$ cat src/rtl/mem_arbiter.sv
// mem_arbiter: shares one asynchronous single-port SRAM between the fetch
// port and the data port of the 16-bit pipeline. The data port has priority,
// and transactions are never preempted. All SRAM pins are registered.
// Optional store protection is compiled in with `define MEM_ARB_WPROT_EN.
module mem_arbiter #(
    parameter int unsigned SRAM_AW    = 18,
    parameter logic [15:0] PROT_LIMIT = 16'h4000
) (
    input  logic               clk,
    input  logic               rst,
    input  logic               if_req_i,
    input  logic [15:0]        if_addr_i,
    output logic [15:0]        if_inst_o,
    output logic               if_valid_o,
    input  logic               mem_req_i,
    input  logic               mem_we_i,
    input  logic [15:0]        mem_addr_i,
    input  logic [15:0]        mem_wdata_i,
    output logic [15:0]        mem_rdata_o,
    output logic               mem_done_o,
    output logic               stall_if_o,
    output logic               stall_mem_o,
    output logic               prot_err_o,
    output logic [SRAM_AW-1:0] sram_addr_o,
    output logic               sram_ce_n_o,
    output logic               sram_oe_n_o,
    output logic               sram_we_n_o,
    output logic [15:0]        sram_dq_o,
    output logic               sram_dq_oe_o,
    input  logic [15:0]        sram_dq_i
);

    typedef enum logic [2:0] {
        IDLE,
        IF_RD,
        D_RD,
        WR_SETUP,
        WR_PULSE,
        WR_HOLD
    } state_t;

    state_t state;
    state_t state_nxt;

`ifdef MEM_ARB_WPROT_EN
    localparam bit WPROT = 1'b1;
`else
    localparam bit WPROT = 1'b0;
`endif

    logic if_pend;
    logic mem_pend;
    logic prot_hit;
    logic prot_drop;

    // A port whose completion pulse is high this cycle is still holding its
    // old request; masking it here keeps it from being serviced twice.
    assign if_pend   = if_req_i & ~if_valid_o;
    assign mem_pend  = mem_req_i & ~mem_done_o;
    assign prot_hit  = WPROT & mem_we_i & (mem_addr_i < PROT_LIMIT);
    assign prot_drop = (state == IDLE) & mem_pend & mem_we_i & prot_hit;

    assign stall_if_o  = if_pend;
    assign stall_mem_o = mem_pend;

    // State register
    always_ff @(posedge clk) begin
        if (rst) state <= IDLE;
        else     state <= state_nxt;
    end

    // Next-state: arbitration in IDLE only, data port first
    always_comb begin
        state_nxt = state;
        case (state)
            IDLE: begin
                if (mem_pend) begin
                    if (!mem_we_i)      state_nxt = D_RD;
                    else if (!prot_hit) state_nxt = WR_SETUP;
                end else if (if_pend) begin
                    state_nxt = IF_RD;
                end
            end
            IF_RD:    state_nxt = IDLE;
            D_RD:     state_nxt = IDLE;
            WR_SETUP: state_nxt = WR_PULSE;
            WR_PULSE: state_nxt = WR_HOLD;
            WR_HOLD:  state_nxt = IDLE;
            default:  state_nxt = IDLE;
        endcase
    end

    // SRAM pins registered from the next state so strobes line up with it
    always_ff @(posedge clk) begin
        if (rst) begin
            sram_ce_n_o  <= 1'b1;
            sram_oe_n_o  <= 1'b1;
            sram_we_n_o  <= 1'b1;
            sram_dq_oe_o <= 1'b0;
            sram_addr_o  <= '0;
            sram_dq_o    <= '0;
        end else begin
            sram_ce_n_o  <= (state_nxt == IDLE);
            sram_oe_n_o  <= !((state_nxt == IF_RD) || (state_nxt == D_RD));
            sram_we_n_o  <= (state_nxt != WR_PULSE);
            sram_dq_oe_o <= (state_nxt == WR_SETUP) || (state_nxt == WR_PULSE) ||
                            (state_nxt == WR_HOLD);
            if ((state == IDLE) && (state_nxt == IF_RD))
                sram_addr_o <= SRAM_AW'(if_addr_i);
            if ((state == IDLE) && ((state_nxt == D_RD) || (state_nxt == WR_SETUP)))
                sram_addr_o <= SRAM_AW'(mem_addr_i);
            if ((state == IDLE) && (state_nxt == WR_SETUP))
                sram_dq_o <= mem_wdata_i;
        end
    end

    // Read capture on leaving a read state, completion pulses one cycle later
    always_ff @(posedge clk) begin
        if (rst) begin
            if_inst_o   <= '0;
            mem_rdata_o <= '0;
            if_valid_o  <= 1'b0;
            mem_done_o  <= 1'b0;
        end else begin
            if_valid_o <= (state == IF_RD);
            mem_done_o <= (state == D_RD) || (state == WR_HOLD) || prot_drop;
            if (state == IF_RD) if_inst_o   <= sram_dq_i;
            if (state == D_RD)  mem_rdata_o <= sram_dq_i;
        end
    end

`ifdef MEM_ARB_WPROT_EN
    // Protection error pulses alongside the done of a dropped store
    always_ff @(posedge clk) begin
        if (rst) prot_err_o <= 1'b0;
        else     prot_err_o <= prot_drop;
    end
`else
    assign prot_err_o = 1'b0;
`endif

endmodule

$ cat config.mk
export PLATFORM = sky130hd
export DESIGN_NAME = mem_arbiter
export DESIGN_NICKNAME = d
export VERILOG_FILES = /design/src/rtl/mem_arbiter.sv
export SDC_FILE = /design/constraint.sdc
export NUM_CORES = 1
export LEC_CHECK = 0
export ABC_CLOCK_PERIOD_IN_PS = 1400
export BUFFER_PORTS_ARGS = -buffer_cell sky130_fd_sc_hd__buf_4
export CORE_UTILIZATION = 28
export DETAILED_ROUTE_END_ITERATION = 16
export GPL_ROUTABILITY_DRIVEN = 0
export GPL_TIMING_DRIVEN = 0
export SLEW_MARGIN = 20
export SYNTH_ARGS = -nofsm -noshare
export SYNTH_HDL_FRONTEND = slang
export SYNTH_SLANG_ARGS = --single-unit
$ cat constraint.sdc
create_clock -name clk -period 1.4 [get_ports clk]
set_input_delay 0.42 -clock clk [delete_from_list [all_inputs] [get_ports clk]]
set_output_delay 0.42 -clock clk [all_outputs]
set_load 0.03 [all_outputs]
==> metrics.md <==
| Metric | Value |
|---|---|
| Outcome | finished, violations left |
| Failing checks | negative setup slack |
| Placed inst area | 0.00406 mm2 |
| Global route overflow | 0 |
| CTS Root Cell | clkbuf_8 |
| Die Area | 0.0105 mm2 |
| CP peak stage delay | 0.40 ns |
| Worst hold start | mem_wdata_i[4] |
| Post-synthesis register bit count | 73 |
| Fmax | 651 MHz |
| Mean Syn Cell Area | 8.24 um2 |
| IO Port Bufs | 139 |
| IO Count | 144 |
| Worst Tran Pin Value | 0.698 ns |
| Crit path from | state[0] |
| Area grow syn2layout | 63.8% |
| Reg-to-Reg Start | state[0] |
| Clock transition at the registers of the reported paths | 0.08 ns |
| WP buf/inv | 1 |
| Final critical-path share of the clock period | 1.10 |
| Final instance area | 0.00462 mm2 |
| Maximum VDD drop | 0.000521 V |
| Die Span Y | 102 um |
| Leak | 2.01 nW |
| Cell area after synthesis | 0.00282 mm2 |
| Register Area | 0.00148 mm2 |
| Seq/Total Area, Yosys | 0.519 |
| NumNets Final | 582 |
| Critical path required time | 1.65 ns |
| Total power | 5.89 mW |
| Clk_skew | 0.00997 ns |
| H-tree Lvls | 3 |
| Die width | 102 um |
| Via density per instance | 4.42 |
| Slew HR | 0.535 |
| Global-route wire length before repair | 13300 um |
| Worst slack at placement | -0.296 ns |
| Most frequent cells in the layout | 158 x buf_4, 129 x nand2_1, 68 x dfxtp_1, 49 x a21oi_1, 14 x a311oi_2 |
| Row count | 36 |
| Fin. max-slew vios | 0 |
| Initial core utilization | 0.288 |
| Number of hold buffers added after cts | 0 |
| Largest net degree at the start of global routing | 13 |
| Post-DP HPWL | 6270 um |
| WL per Instance | 13.4 um |
| RSZ-0062 raised after global routing | true |
| Worst skew pair latency | 0.34 ns |
| Filler instances | 986 |
| # setup viols final | 18 |
| Gate Count Post-Synth | 342 |
| DR vias | 2875 |
| Violation count after the first detailed-route iteration | 60 |
| Vias in the first global route | 2745 |
| Slowest stage cell, crit path | or3_4 |
| Total GRT Usage | 0.166 |
| Critical path endpoint category | flop |
| # diodes | 0 |
| Most common cell after layout, fill and taps aside | buf_4 |
| Hold Crit Class | in -> reg |
| TNS Setup | -1.66 ns |
| Critical path, cell by cell | or3_4, a21oi_4, buf_6, nor2_2, a311oi_2 |
| Router iterations before antenna repair | 4 |
| Final ANT Viol Nets | 0 |
| Startpoint Class | flop |
| DRC viols | 0 |
| Hold slack | 0.322 ns |
| Crit Path Class | reg -> reg |
| Worst-path fanout max | 6 |
| Pwr/cell area | 1280 mW/mm2 |
| Post-Route WL | 8690 um |
| Min cycle time layout | 1.54 ns |
| Crit path max-delay family | compound AO/OA/AOI/OAI gates |
| Core Region | 0.00977 mm2 |
| Syn. warnings | 0 |
| Distinct cells, synth | 29 |
| TritonCTS clock tree | built |
| Sink Count | 73 |
| Initial antenna violation count | 0 |
| Worst setup margin | -0.137 ns |
| Fraction of final layout cells sized beyond drive strength 1 | 0.460 |
| Max_cap viols | 0 |
| WP data arrival | 1.79 ns |
| Multi-input logic area | 0.00129 mm2 |
| Longest Clk Path Bufs | 2 |
| Final hold vios | 0 |
| Cts bufs inserted | 9 |
[layer usage]
layer | wire length (um) | GRT usage | up-vias
met5 | 0 | 0 | -
met4 | 76 | 0.0593 | 0
met3 | 751 | 0.0575 | 8
met2 | 4130 | 0.282 | 106
met1 | 3730 | 0.192 | 1299
li1 | - | - | 1462
[worst min-delay path: stages]
cell	delay, ns
buf_4	0.11
nand2_1	0.04
a21oi_1	0.05
[final timing paths]
check / end / slack, ns / cells after the start
worst min register to register: mem_rdata_o[5] / 0.46 / 2
worst max register to register: sram_addr_o[2] / -0.14 / 5
worst max-delay path: sram_addr_o[2] / -0.14 / 5
worst min-delay path: sram_dq_o[4] / 0.32 / 3
[cell usage after synthesis]
cell       instances  area, um2
a21o_1             1       7.51
and2_1             1       6.26
a21oi_1           50        250
nand2_1          131        492
nand3_1            2       10.0
o22ai_1            1       6.26
a311oi_2          14        210
clkbuf_1          13       48.8
buf_1              2       7.51
nand2b_1           2       12.5
nor2_1            20       75.1
conb_1             1       3.75
buf_4              4       30.0
nor3_1             3       15.0
inv_1              2       7.51
nand3b_1           2       15.0
a311oi_1           2       17.5
dfxtp_1           73       1460
nor3b_2            1       12.5
a2111oi_0          1       8.76
inv_2              1       3.75
a21oi_4            1       16.3
or3_4              1       11.3
a21boi_0           1       7.51
and3_1             1       6.26
buf_2              6       30.0
o21ai_0            1       5.00
or2_2              1       6.26
buf_6              3       33.8
[final cells by class]
cell class                      count  share of cell area
Buffer                             23              0.0380
Timing Repair Buffer              163               0.273
Inverter                            3             0.00407
Clock buffer                       10              0.0276
Sequential cell                    73               0.320
Clock inverter                      5              0.0225
Multi-Input combinational cell    240               0.279
Tap cell                          133              0.0361
[kinds of logic after synthesis]
logic type             count (synthesis)  share of synthesized area
buffers and inverters                 31                     0.0573
flip-flops                            73                      0.519
AO/OA/AOI/OAI                         72                      0.188
other                                  1                    0.00133
AND/OR/NAND/NOR                      165                      0.235
[registers in the layout, indices dropped and copies added (netlist names)]
name,flops
if_inst_o,16
mem_rdata_o,16
sram_addr_o,16
sram_dq_o,16
state,3
if_valid_o,1
mem_done_o,1
sram_ce_n_o,1
sram_dq_oe_o,1
sram_oe_n_o,1
sram_we_n_o,1
[stage by stage]
stage          utilization  std cells
3_5_place_dp         0.416        616
6_report             0.472        650
4_1_cts              0.457        641
3_3_place_gp         0.416        616
5_1_grt              0.472        650
2_1_floorplan            -        344
[power breakdown]
group          leakage [nW]  total, mW  internal [mW]  switching (mW)
registers             0.600       2.35           2.25           0.102
clock network         0.117       1.96           1.18           0.777
logic                  1.29       1.59          0.697           0.889
total                  2.01       5.89           4.12            1.77
[timing repair]
action,in CTS,in global routing
setup endpoints to repair,52,51
pin swaps,6,11
cloned,2,1
buffers inserted,12,9
gates resized for setup,38,22
Note: power is estimated with default switching activity, not from simulation.
